[config.mk]
export PLATFORM = sky130hd
export DESIGN_NAME = pt_sb_msg_arbiter
export DESIGN_NICKNAME = d
export VERILOG_FILES = /design/src/rtl/pt_sb_pkg.sv /design/src/rtl/pt_sb_rr_picker.sv /design/src/rtl/pt_sb_msg_arbiter.sv
export SDC_FILE = /design/constraint.sdc
export NUM_CORES = 1
export LEC_CHECK = 0
export CORE_MARGIN = 8
export CORE_UTILIZATION = 43
export CTS_BUF_LIST = sky130_fd_sc_hd__clkbuf_4
export DETAILED_ROUTE_END_ITERATION = 16
export PLACE_DENSITY = 0.77
export SETUP_SLACK_MARGIN = 0.3
export SLEW_MARGIN = 10
export SYNTH_ARGS = -nofsm -noshare
export SYNTH_HDL_FRONTEND = slang
export SYNTH_SLANG_ARGS = --single-unit
[constraint.sdc]
create_clock -name i_clk -period 1.4 [get_ports i_clk]
set_input_delay 0.28 -clock i_clk [delete_from_list [all_inputs] [get_ports i_clk]]
set_output_delay 0.28 -clock i_clk [all_outputs]
set_load 0.01 [all_outputs]
[src/rtl/pt_sb_pkg.sv]
// rtl/pt_sb_pkg.sv - shared SB message codes, arbiter states and requester IDs for the D2C point test
package pt_sb_pkg;

    // Encoded SB message codes shared by both point-test blocks and the arbiter
    localparam logic [3:0] SB_START_REQ            = 4'd1;
    localparam logic [3:0] SB_START_RESP           = 4'd2;
    localparam logic [3:0] SB_LFSR_CLR_ERROR_REQ   = 4'd3;
    localparam logic [3:0] SB_LFSR_CLR_ERROR_RESP  = 4'd4;
    localparam logic [3:0] SB_COUNT_DONE_REQ       = 4'd5;
    localparam logic [3:0] SB_COUNT_DONE_RESP      = 4'd6;
    localparam logic [3:0] SB_END_REQ              = 4'd7;
    localparam logic [3:0] SB_END_RESP             = 4'd8;

    // Requester IDs
    localparam logic REQ_TX = 1'b0;
    localparam logic REQ_RX = 1'b1;

    typedef enum logic [2:0] {
        ST_IDLE      = 3'd0,
        ST_ISSUE     = 3'd1,
        ST_WAIT_DONE = 3'd2,
        ST_RELEASE   = 3'd3,
        ST_ABORT     = 3'd4
    } arb_state_e;

endpackage

[src/rtl/pt_sb_rr_picker.sv]
// rtl/pt_sb_rr_picker.sv - combinational 2-way round-robin select between TX and RX requesters
// Ports:
//   valid_tx_i, valid_rx_i  request lines
//   last_grant_i            requester granted most recently (REQ_TX/REQ_RX)
//   grant_o                 selected requester
//   any_o                   at least one request present
module pt_sb_rr_picker
    import pt_sb_pkg::*;
(
    input  logic valid_tx_i,
    input  logic valid_rx_i,
    input  logic last_grant_i,
    output logic grant_o,
    output logic any_o
);

    assign any_o = valid_tx_i | valid_rx_i;

    always_comb begin
        grant_o = REQ_TX;
        if (valid_tx_i && valid_rx_i) begin
            // Contention: the side that did not go last wins
            grant_o = ~last_grant_i;
        end else if (valid_rx_i) begin
            grant_o = REQ_RX;
        end
    end

endmodule

[src/rtl/pt_sb_msg_arbiter.sv]
// rtl/pt_sb_msg_arbiter.sv - round-robin sharing of the SB transmit port between point-test TX and RX partners
// Optional watchdog: define PT_SB_ARB_TIMEOUT_EN.
// Ports:
//   i_clk, i_rst_n                    clock, asynchronous active-low reset
//   i_arb_en                          enable; low returns to IDLE and clears outputs
//   i_valid_tx, i_encoded_SB_msg_tx   TX-side request and message code
//   i_valid_rx, i_encoded_SB_msg_rx   RX-side request and message code
//   i_SB_Busy                         SB serializer busy
//   o_sb_valid, o_encoded_SB_msg      granted message to the SB
//   o_falling_edge_busy_tx/_rx        one-cycle done pulse to the granted side
//   o_tx_sending, o_rx_sending        side currently holding the SB port
//   o_timeout                         sticky watchdog flag (0 without the watchdog)
module pt_sb_msg_arbiter
    import pt_sb_pkg::*;
#(
    parameter int SB_MSG_WIDTH   = 4,
    parameter int TIMEOUT_CYCLES = 1023
) (
    input  logic                    i_clk,
    input  logic                    i_rst_n,
    input  logic                    i_arb_en,
    input  logic                    i_valid_tx,
    input  logic [SB_MSG_WIDTH-1:0] i_encoded_SB_msg_tx,
    input  logic                    i_valid_rx,
    input  logic [SB_MSG_WIDTH-1:0] i_encoded_SB_msg_rx,
    input  logic                    i_SB_Busy,
    output logic                    o_sb_valid,
    output logic [SB_MSG_WIDTH-1:0] o_encoded_SB_msg,
    output logic                    o_falling_edge_busy_tx,
    output logic                    o_falling_edge_busy_rx,
    output logic                    o_tx_sending,
    output logic                    o_rx_sending,
    output logic                    o_timeout
);

    arb_state_e              state_q, state_d;
    logic                    grant_q, grant_d;
    logic                    last_grant_q, last_grant_d;
    logic                    busy_q;
    logic [SB_MSG_WIDTH-1:0] msg_q, msg_d;
    logic                    sb_valid_q, sb_valid_d;
    logic                    tx_sending_q, tx_sending_d;
    logic                    rx_sending_q, rx_sending_d;
    logic                    fe_tx_q, fe_tx_d;
    logic                    fe_rx_q, fe_rx_d;

    logic pick_grant;
    logic pick_any;
    logic granted_valid;
    logic busy_fall;

    pt_sb_rr_picker u_picker (
        .valid_tx_i   (i_valid_tx),
        .valid_rx_i   (i_valid_rx),
        .last_grant_i (last_grant_q),
        .grant_o      (pick_grant),
        .any_o        (pick_any)
    );

    assign busy_fall     = busy_q & ~i_SB_Busy;
    // Only the granted side's request line is watched once a grant is made
    assign granted_valid = (grant_q == REQ_TX) ? i_valid_tx : i_valid_rx;

`ifdef PT_SB_ARB_TIMEOUT_EN
    localparam int TMO_W = (TIMEOUT_CYCLES > 1) ? $clog2(TIMEOUT_CYCLES) : 1;

    logic [TMO_W-1:0] tmo_cnt_q, tmo_cnt_d;
    logic             timeout_q, timeout_d;
    logic             tmo_hit;

    assign tmo_hit   = (tmo_cnt_q == TMO_W'(TIMEOUT_CYCLES - 1));
    assign o_timeout = timeout_q;
`else
    assign o_timeout = 1'b0;
`endif

    always_comb begin
        state_d      = state_q;
        grant_d      = grant_q;
        last_grant_d = last_grant_q;
        msg_d        = msg_q;
        sb_valid_d   = sb_valid_q;
        tx_sending_d = tx_sending_q;
        rx_sending_d = rx_sending_q;
        fe_tx_d      = 1'b0;
        fe_rx_d      = 1'b0;
`ifdef PT_SB_ARB_TIMEOUT_EN
        tmo_cnt_d    = tmo_cnt_q;
        timeout_d    = timeout_q;
`endif

        if (!i_arb_en) begin
            // Disable wins over everything; last_grant is kept so fairness survives
            state_d      = ST_IDLE;
            sb_valid_d   = 1'b0;
            tx_sending_d = 1'b0;
            rx_sending_d = 1'b0;
`ifdef PT_SB_ARB_TIMEOUT_EN
            tmo_cnt_d    = '0;
            timeout_d    = 1'b0;
`endif
        end else begin
            case (state_q)
                ST_IDLE: begin
                    // Never start a message while the serializer is still busy
                    if (!i_SB_Busy && pick_any) begin
                        grant_d      = pick_grant;
                        last_grant_d = pick_grant;
                        msg_d        = (pick_grant == REQ_TX) ? i_encoded_SB_msg_tx
                                                              : i_encoded_SB_msg_rx;
                        sb_valid_d   = 1'b1;
                        tx_sending_d = (pick_grant == REQ_TX);
                        rx_sending_d = (pick_grant == REQ_RX);
                        state_d      = ST_ISSUE;
`ifdef PT_SB_ARB_TIMEOUT_EN
                        tmo_cnt_d    = '0;
`endif
                    end
                end
                ST_ISSUE: begin
                    if (i_SB_Busy) begin
                        state_d = ST_WAIT_DONE;
                    end else if (!granted_valid) begin
                        sb_valid_d   = 1'b0;
                        tx_sending_d = 1'b0;
                        rx_sending_d = 1'b0;
                        state_d      = ST_ABORT;
                    end
                end
                ST_WAIT_DONE: begin
                    if (busy_fall) begin
                        fe_tx_d    = (grant_q == REQ_TX);
                        fe_rx_d    = (grant_q == REQ_RX);
                        sb_valid_d = 1'b0;
                        state_d    = ST_RELEASE;
                    end
                end
                ST_RELEASE: begin
                    // Absorbs the requester's cycle to drop valid after its pulse
                    tx_sending_d = 1'b0;
                    rx_sending_d = 1'b0;
                    state_d      = ST_IDLE;
                end
                ST_ABORT: begin
                    sb_valid_d   = 1'b0;
                    tx_sending_d = 1'b0;
                    rx_sending_d = 1'b0;
                    state_d      = ST_IDLE;
                end
                default: begin
                    sb_valid_d   = 1'b0;
                    tx_sending_d = 1'b0;
                    rx_sending_d = 1'b0;
                    state_d      = ST_IDLE;
                end
            endcase

`ifdef PT_SB_ARB_TIMEOUT_EN
            // Watchdog overrides normal progress: abort silently, no done pulse
            if (state_q == ST_ISSUE || state_q == ST_WAIT_DONE) begin
                if (tmo_hit) begin
                    timeout_d    = 1'b1;
                    sb_valid_d   = 1'b0;
                    tx_sending_d = 1'b0;
                    rx_sending_d = 1'b0;
                    fe_tx_d      = 1'b0;
                    fe_rx_d      = 1'b0;
                    state_d      = ST_ABORT;
                end else begin
                    tmo_cnt_d = tmo_cnt_q + 1'b1;
                end
            end
`endif
        end
    end

    always_ff @(posedge i_clk or negedge i_rst_n) begin
        if (!i_rst_n) begin
            state_q      <= ST_IDLE;
            grant_q      <= REQ_TX;
            last_grant_q <= REQ_RX;
            busy_q       <= 1'b0;
            msg_q        <= '0;
            sb_valid_q   <= 1'b0;
            tx_sending_q <= 1'b0;
            rx_sending_q <= 1'b0;
            fe_tx_q      <= 1'b0;
            fe_rx_q      <= 1'b0;
        end else begin
            state_q      <= state_d;
            grant_q      <= grant_d;
            last_grant_q <= last_grant_d;
            busy_q       <= i_SB_Busy;
            msg_q        <= msg_d;
            sb_valid_q   <= sb_valid_d;
            tx_sending_q <= tx_sending_d;
            rx_sending_q <= rx_sending_d;
            fe_tx_q      <= fe_tx_d;
            fe_rx_q      <= fe_rx_d;
        end
    end

`ifdef PT_SB_ARB_TIMEOUT_EN
    always_ff @(posedge i_clk or negedge i_rst_n) begin
        if (!i_rst_n) begin
            tmo_cnt_q <= '0;
            timeout_q <= 1'b0;
        end else begin
            tmo_cnt_q <= tmo_cnt_d;
            timeout_q <= timeout_d;
        end
    end
`endif

    assign o_sb_valid             = sb_valid_q;
    assign o_encoded_SB_msg       = msg_q;
    assign o_falling_edge_busy_tx = fe_tx_q;
    assign o_falling_edge_busy_rx = fe_rx_q;
    assign o_tx_sending           = tx_sending_q;
    assign o_rx_sending           = rx_sending_q;

endmodule

==> results of run 1 <==
state kept, by name, indices dropped and copies added (netlist names):
name	cells
busy_q	1
grant_q	1
last_grant_q	1
o_encoded_SB_msg	4
o_falling_edge_busy_rx	1
o_falling_edge_busy_tx	1
o_rx_sending	1
o_sb_valid	1
o_tx_sending	1
state_q	3
metal layers:
metal	vias up	wire (microns)
met5	-	0
met4	0	25
met3	4	134
met2	28	1030
met1	339	843
li1	321	-
cells in the mapped netlist:
library cell / number / area [sq um]
and3b_1: 1 / 8.76
a211o_2: 2 / 20.0
a31oi_1: 1 / 6.26
or2_1: 1 / 6.26
nand2b_1: 1 / 6.26
dfstp_2: 1 / 26.3
o311ai_0: 1 / 8.76
o311a_2: 2 / 22.5
conb_1: 1 / 3.75
a21boi_2: 1 / 11.3
mux2_4: 6 / 90.1
or3b_1: 1 / 8.76
a211oi_1: 2 / 15.0
buf_6: 1 / 11.3
and3_2: 1 / 7.51
mux2_2: 6 / 67.6
buf_4: 2 / 15.0
and3_1: 1 / 6.26
nor3b_1: 1 / 7.51
o211a_1: 2 / 20.0
nor2_1: 5 / 18.8
and4bb_2: 1 / 12.5
nand3b_1: 1 / 7.51
nand2_1: 3 / 11.3
dfrtp_1: 14 / 350
nor3b_4: 1 / 18.8
cells by family (layout without fill, tap and decap cells):
logic type,after synthesis,in the layout,share of synthesized area (%)
buffers and inverters,3,51,3.33
flip-flops,15,15,47.8
AND/OR/NAND/NOR,18,18,15.2
other,1,1,0.476
AO/OA/AOI/OAI,11,11,13.2
multiplexers,12,12,20.0
power by group:
part	internal [uW]	total, uW	switching (uW)
clock network	130	268	138
logic	350	541	191
registers	518	577	59.6
cell type report:
class / count / area [sq um]
Fill cell: 131 / 458
Multi-Input combinational cell: 42 / 437
Timing Repair Buffer: 47 / 393
Sequential cell: 15 / 378
Tap cell: 25 / 31.3
Clock buffer: 4 / 30.0
worst paths after layout:
kind	from	to	slack, ns	cells past startpoint
max in group asynchronous	i_rst_n	last_grant_q	0.86	2
min reg2reg	o_encoded_SB_msg[0]	o_encoded_SB_msg[0]	0.57	1
max reg2reg	state_q[2]	o_encoded_SB_msg[3]	0.03	3
min	i_rst_n	o_falling_edge_busy_rx	0.30	2
min in group i_clk	i_SB_Busy	state_q[0]	0.52	4
max	state_q[2]	o_encoded_SB_msg[3]	0.03	3
timing repair:
| action | in CTS | in global routing |
|---|---|---|
| setup buffers | 9 | 3 |
| hold endpoints to repair | 0 | 0 |
| pin swaps | 7 | 7 |
| resized for setup | 53 | 6 |
| setup endpoints to repair | 22 | 21 |
| gates cloned | 0 | 0 |
stage by stage:
step / setup slack (ns) / TNS, ns / total power, uW / area (sq um) / hold WS, ns
detailed placement: -0.541 / -5.00 / 1030 / 1120 / 0.493
global route: -0.0113 / -0.0232 / 1470 / 1270 / 0.307
floorplan: 0.00548 / 0 / 802 / 793 / -0.0156
finish: 0.0298 / 0 / 1390 / 1270 / 0.302
global placement: -0.524 / -4.45 / 1020 / 1120 / 0.503
CTS: 0.0519 / 0 / 1320 / 1220 / 0.305
==> impl_metrics.py, run 1 <==
metrics = {
    "critical_path": {
        "crit_required_ns": 1.58,
        "critPathMaxFanout": 7,
        "crit_chain": "nor3b_4, and3_4, mux2_4",
        "critPathLaunchType": "flip-flop",
        "worst-path-buf-inv": 0,
        "critPathKind": "flip-flop to flip-flop",
        "critical_path.top_delay_family": "simple AND/OR/NAND/NOR gates",
        "crit_path_end_kind": "flip-flop",
        "cp.arrival_ns": 1.55,
        "slowest_delay_ns": 0.42,
        "slowest_stage": "dfrtp_1",
    },
    "run_status": {
        "status": "finished, final reports clean",
    },
    "logic_synthesis": {
        "synthCells": 60,
        "synth_cell_types": 26,
        "synth_seq_area_share_pct": 47.8,
        "synth_seq_cells": 15,
        "synthesis.nets": 74,
        "avgSynthCellArea_sq_um": 13.1,
        "yosys_warnings": 0,
        "netlist_area_sq_um": 788,
    },
    "place": {
        "dpl.cell_count": 117,
        "gp_congestion": 0.826,
        "place_hpwl_microns": 1360,
        "io_buffers": 22,
    },
    "cts": {
        "hold_buffers": 0,
        "cts_root_buf": "clkbuf_4",
        "clock_latency_ns": 0.28,
        "cts.sinks": 15,
        "cts_made_buffers": 3,
        "clk_pin_slew_ns": 0.09,
        "cts_tree": "done",
        "clockBufferDepth": 2,
        "htreeDepth": 1,
    },
    "grt": {
        "grt_pass1_vias": 759,
        "antenna_found_initial": 0,
        "grt_usage_pct": 12.4,
        "busiest_layer": "met2",
        "grt_pass1_wl_microns": 3300,
        "grt_max_degree": 16,
        "grt_use_met1_pct": 12.9,
        "use_met2_pct": 21.8,
        "met3_usage_pct": 4.78,
        "overflow": 0,
    },
    "floorplanning": {
        "pin_count": 24,
        "die_h_microns": 58.8,
        "core_sq_mm": 0.00173,
        "start_util_pct": 45.7,
        "rows": 15,
        "dieArea_sq_mm": 0.00346,
        "die_w_microns": 58.8,
    },
    "layout": {
        "mostFrequentLayoutCells": "buf_4, dfrtp_1, clkdlybuf4s50_1, mux2_4, buf_6",
        "num_antenna_cells": 0,
        "final_cells": 133,
        "final_common_cell": "buf_4",
        "drive_gt1_share_pct": 60.2,
        "utilization_pct": 73.5,
        "fin_nets": 123,
        "area_delta_synth_final_pct": 61.0,
    },
    "drt": {
        "ant_nets": 0,
        "drc": 0,
        "num_vias": 692,
        "wl_per_cell_microns": 15.3,
        "first_pass_iters": 5,
        "drtIter0Drc": 11,
        "wl_microns": 2030,
        "via_per_inst": 5.20,
    },
    "power": {
        "power.leakage_uw": 0.000638,
        "powerDensity_mw_per_mm2": 1090,
        "peakVddDrop_uv": 819,
    },
    "timing": {
        "rsz0062_at_grt": "true",
        "fmax_mhz": 730,
        "finClkSkew_ns": 0.00254,
        "slew_violations": 0,
        "period_share_pct": 97.9,
        "min_period_ns": 1.37,
        "hold_violations": 0,
        "finalSetupViolCount": 0,
    },
    "run": {
        "drv_cap": 0,
    },
    "worst_hold_path": {
        "hold_path_class": "input pin to async pin",
    },
}
No activity file was read; power rests on OpenSTA's default activity.
==> inputs of run 2 (changes only) <==
- CORE_MARGIN: 8 -> 2
==> run 2 against run 1 <==
Effect of this change:
- first-iteration DRC count rose by 9.1%
- cell count is 4.5% lower
- maximum frequency hardly changed
- critical endpoint is now o_encoded_SB_msg[0]
- cell area shrank 6.1%
- clock skew about the same
- critical path type unchanged
==> impl_metrics.py, run 2 (synthesis results as in run 1) <==
metrics = {
    "place": {
        "gp_congestion": 0.783,
        "place_area_sq_mm": 0.00111,
        "dpl.cell_count": 116,
        "io_buffers": 22,
        "place_hpwl_microns": 1260,
    },
    "timing": {
        "slew_violations": 0,
        "rsz0062_at_grt": "true",
        "period_share_pct": 97.9,
        "finalSetupViolCount": 0,
        "whs_ns": 0.255,
        "hold_violations": 0,
        "finClkSkew_ns": 0.00247,
        "fmax_mhz": 729,
        "min_period_ns": 1.37,
    },
    "critical_path": {
        "cp.arrival_ns": 1.55,
        "startpoint": "state_q[2]",
        "critPathLaunchType": "flip-flop",
        "critical_path.top_delay_family": "simple AND/OR/NAND/NOR gates",
        "crit_path_end_kind": "flip-flop",
        "crit_required_ns": 1.57,
        "worst-path-buf-inv": 0,
        "critPathMaxFanout": 7,
        "slowest_stage": "dfrtp_1",
        "critPathKind": "flip-flop to flip-flop",
        "r2r_start": "state_q[2]",
        "crit_chain": "nor3b_4, and3_4, mux2_4",
        "slowest_delay_ns": 0.42,
    },
    "cts": {
        "cts_tree": "done",
        "hold_buffers": 0,
        "cts_root_buf": "clkbuf_4",
        "clock_latency_ns": 0.28,
        "clk_pin_slew_ns": 0.09,
        "clockBufferDepth": 2,
        "cts_made_buffers": 3,
        "htreeDepth": 1,
        "cts.sinks": 15,
    },
    "floorplanning": {
        "core_sq_mm": 0.00173,
        "rows": 15,
        "start_util_pct": 45.7,
        "pin_count": 24,
        "dieArea_sq_mm": 0.00219,
        "die_w_microns": 46.8,
        "die_h_microns": 46.8,
    },
    "drt": {
        "drc": 0,
        "ant_nets": 0,
        "wl_per_cell_microns": 14.5,
        "first_pass_iters": 4,
        "drtIter0Drc": 12,
        "via_per_inst": 5.07,
        "wl_microns": 1840,
        "num_vias": 644,
    },
    "power": {
        "switching_share_pct": 28.1,
        "power.leakage_uw": 0.000600,
        "powerDensity_mw_per_mm2": 1070,
        "power.share.clock_pct": 21.1,
        "p_comb_share_pct": 34.3,
        "p_sw_uw": 359,
        "peakVddDrop_uv": 737,
        "sequentialPowerShare_pct": 44.6,
        "p_int_uw": 918,
    },
    "layout": {
        "fin_nets": 117,
        "drive_gt1_share_pct": 58.8,
        "num_antenna_cells": 0,
        "final_cells": 127,
        "final_common_cell": "buf_4",
        "area_delta_synth_final_pct": 51.1,
        "largest_reg_flops": 4,
        "mostFrequentLayoutCells": "buf_4, dfrtp_1, clkdlybuf4s50_1, buf_2, mux2_4",
        "final_area_sq_mm": 0.00119,
    },
    "grt": {
        "overflow": 0,
        "grt_pass1_vias": 681,
        "grt_usage_pct": 19.0,
        "grt_pass1_wl_microns": 2830,
        "grt_max_degree": 10,
        "antenna_found_initial": 0,
    },
    "run": {
        "drv_cap": 0,
    },
    "run_status": {
        "status": "finished, final reports clean",
    },
    "worst_hold_path": {
        "hold_path_class": "input pin to async pin",
    },
}
-- run 2: per-layer routing --
metal  routed length (microns)  track usage (%)  up-vias
met5                         0                0        -
met4                        31             10.6        0
met3                        98             4.23        4
met2                       943             32.1       28
met1                       770             22.4      306
li1                          -                -      306
-- run 2: timing repair --
item,in CTS,in global routing
setup endpoints to repair,22,19
pin swaps,8,5
gates resized for setup,50,3
buffers inserted,5,2
-- run 2: power by group through the flow --
stage	registers (uW)	clock network (uW)	logic, uW
after floorplan	600	0	202
final	570	269	439
after global routing	580	291	475
after global placement	574	0	439
after detailed placement	572	0	450
after CTS	569	276	431
-- run 2: path summary, 6_finish.rpt --
kind,to,slack [ns],cells past startpoint
setup / recovery,o_encoded_SB_msg[0],0.03,3
hold / removal,grant_q,0.26,1
setup reg to reg,o_encoded_SB_msg[0],0.03,3
hold reg to reg,o_encoded_SB_msg[0],0.52,1
max in group asynchronous,state_q[0],0.68,2
min in group i_clk,state_q[0],0.48,4
-- run 2: metrics by stage --
stage	total power, uW	setup slack (ns)	TNS [ns]	util [%]
6_report	1280	0.0288	0	69.0
5_1_grt	1350	-0.00938	-0.0189	69.0
4_1_cts	1280	0.0451	0	67.5
3_5_place_dp	1020	-0.543	-4.78	64.2
3_3_place_gp	1010	-0.540	-4.63	64.2
2_1_floorplan	802	0.00548	0	-
-- run 2: area by class of cell --
type | instances | area (sq um)
Clock buffer | 4 | 30.0
Fill cell | 129 | 536
Multi-Input combinational cell | 42 | 424
Sequential cell | 15 | 378
Tap cell | 25 | 31.3
Timing Repair Buffer | 41 | 328
==> inputs of run 3 (changes only) <==
- CORE_UTILIZATION: 43 -> 45
- PLACE_DENSITY: 0.77 -> 0.8
- SYNTH_HIERARCHICAL: default -> 1
- clock period: 1.4 -> 1.3 ns (I/O delays scaled with it)
==> run 3 against run 2 <==
Effect of this change:
- the run now ends with negative setup slack left
- register-to-register slack got worse by 0.14 ns
- wire length up 20%
- sequential share of layout area fell by 0.33 points
- critical endpoint is now o_encoded_SB_msg[3]
- sequential power increased by 3%
- clock skew grew 0.0058 ns
- combinational power increased by 13%
==> impl_metrics.py, run 3 <==
metrics = {
    "place": {
        "dpl.cell_count": 108,
        "io_buffers": 22,
        "place_hpwl_microns": 1220,
        "gp_congestion": 0.838,
        "place_ws_ns": -0.509,
    },
    "drt": {
        "ant_nets": 0,
        "num_vias": 630,
        "via_per_inst": 5.34,
        "wl_per_cell_microns": 18.8,
        "drc": 0,
        "first_pass_iters": 4,
        "drtIter0Drc": 6,
        "wl_microns": 2220,
    },
    "floorplanning": {
        "pin_count": 24,
        "core_sq_mm": 0.00147,
        "rows": 14,
        "die_w_microns": 43.3,
        "dieArea_sq_mm": 0.00188,
        "start_util_pct": 47.3,
        "die_h_microns": 43.3,
    },
    "timing": {
        "min_period_ns": 1.41,
        "finalSetupViolCount": 7,
        "finClkSkew_ns": 0.00830,
        "period_share_pct": 108,
        "slew_violations": 0,
        "fin_ws_ns": -0.110,
        "hold_violations": 0,
        "fmax_mhz": 709,
        "rsz0062_at_grt": "true",
        "whs_ns": 0.282,
    },
    "logic_synthesis": {
        "netlist.top_cell.by_area": "dfrtp_1",
        "synth_ff_type": "dfrtp_1",
        "synthesis.nets": 74,
        "synth_seq_area_share_pct": 54.1,
        "avgSynthCellArea_sq_um": 11.6,
        "netlist_area_sq_um": 696,
        "synth_seq_cells": 15,
        "synth_area_leaders": "dfrtp_1, mux2_2, dfstp_2",
        "synthCells": 60,
        "synth-edff-count": 0,
        "synthArstFlopShare_pct": 100,
        "synth_common_cells": "dfrtp_1, mux2_2, nand2b_1, nor2_1",
        "yosys_warnings": 6,
        "yosysTopAreaCellShare_pct": 50.4,
        "yosysMostFrequentCell": "dfrtp_1",
        "synth_cell_types": 27,
    },
    "layout": {
        "drive_gt1_share_pct": 63.7,
        "mostFrequentLayoutCells": "dfrtp_1, clkdlybuf4s50_1, buf_4, buf_2, buf_6",
        "fillCellCount": 92,
        "num_antenna_cells": 0,
        "final_cells": 118,
        "area_delta_synth_final_pct": 73.0,
        "final_common_cell": "dfrtp_1",
        "fin_nets": 117,
        "largest_reg_flops": 4,
    },
    "critical_path": {
        "slowest_delay_ns": 0.55,
        "critPathKind": "flip-flop to flip-flop",
        "cp.arrival_ns": 1.57,
        "crit_path_end_kind": "flip-flop",
        "r2r_cells": 4,
        "critPathLaunchType": "flip-flop",
        "r2r_end": "o_encoded_SB_msg[3]",
        "reg2reg_slack_ns": -0.11,
        "critPathMaxFanout": 5,
        "r2r_start": "last_grant_q",
        "crit_required_ns": 1.46,
        "slowest_stage": "dfstp_2",
        "crit_chain": "a21boi_2, buf_6, mux2_2, mux2_4",
    },
    "cts": {
        "hold_buffers": 0,
        "htreeDepth": 1,
        "cts_tree": "done",
        "cts_root_buf": "clkbuf_4",
        "cts_made_buffers": 3,
        "cts.sinks": 15,
        "clk_pin_slew_ns": 0.09,
        "clock_latency_ns": 0.28,
        "clockBufferDepth": 2,
    },
    "grt": {
        "grt_usage_pct": 24.3,
        "grt_pass1_wl_microns": 3240,
        "grt_pass1_vias": 653,
        "grt_max_degree": 16,
        "overflow": 0,
        "antenna_found_initial": 0,
    },
    "run_status": {
        "status": "complete, but fails checks",
        "violations": "negative setup slack",
    },
    "run": {
        "drv_cap": 0,
    },
    "power": {
        "peakVddDrop_uv": 932,
        "power.leakage_uw": 0.000556,
        "powerDensity_mw_per_mm2": 1140,
    },
    "worst_hold_path": {
        "hold_path_class": "input pin to async pin",
    },
}
-- run 3: metrics by stage --
stage                     utilization (%)  total power (uW)  TNS [ns]  cell area [sq um]
after floorplan                         -               759    -0.122                712
after global placement               69.7               969     -4.45               1030
after detailed placement             69.7               981     -4.63               1030
after CTS                            75.9              1300    -0.387               1120
after global routing                 81.8              1430    -0.567               1200
final                                81.8              1370    -0.460               1200
-- run 3: layer usage --
layer / routed length, microns / global-route usage [%] / vias to the layer above
met5: 0 / 0 / -
met4: 27 / 7.27 / 0
met3: 52 / 2.98 / 4
met2: 1280 / 42.7 / 13
met1: 853 / 31.1 / 321
li1: - / - / 292
-- run 3: kinds of logic (layout without fill, tap and decap cells) --
kind of cell | count (synthesis) | in the layout | share of synthesized area, %
simple gates | 20 | 20 | 16.4
buf+inv | 5 | 47 | 3.42
flops | 15 | 15 | 54.1
mux | 11 | 11 | 17.4
compound gates | 8 | 8 | 8.09
other cells | 1 | 1 | 0.539
-- run 3: critical path: cells and delay by family, from the launching register on --
kind	cells	cell delay [ns]
flip-flops	1	0.55
multiplexers	2	0.55
buffers and inverters	1	0.13
AO/OA/AOI/OAI	1	0.06
-- run 3: area by class of cell --
| class | instances | area [sq um] | share of cell area (%) |
|---|---|---|---|
| Clock buffer | 4 | 30.0 | 2.49 |
| Multi-Input combinational cell | 40 | 417 | 34.6 |
| Tap cell | 16 | 20.0 | 1.66 |
| Timing Repair Buffer | 41 | 349 | 29.0 |
| Inverter | 2 | 10.0 | 0.832 |
| Sequential cell | 15 | 378 | 31.4 |
-- run 3: timing repair --
item,in CTS,in global routing
gates resized for setup,60,17
pin swaps,6,4
setup endpoints to repair,22,23
setup buffers,4,2
cloned,0,0
-- run 3: how the worst max path moves through the flow --
| stage | startpoint | cells after the start | to |
|---|---|---|---|
| 6_report | last_grant_q | 4 | o_encoded_SB_msg[3] |
| 3_5_place_dp | i_valid_rx | 5 | o_encoded_SB_msg[3] |
| 2_1_floorplan | last_grant_q | 4 | o_encoded_SB_msg[0] |
| 4_1_cts | last_grant_q | 4 | o_encoded_SB_msg[3] |
| 3_3_place_gp | i_valid_rx | 5 | o_encoded_SB_msg[1] |
| 5_1_grt | last_grant_q | 4 | o_encoded_SB_msg[3] |
-- run 3: where the power goes --
| part | total [uW] | internal [uW] | switching, uW |
|---|---|---|---|
| combinational | 496 | 285 | 211 |
| clock | 288 | 140 | 148 |
| sequential | 588 | 545 | 43.4 |
| total | 1370 | 970 | 402 |
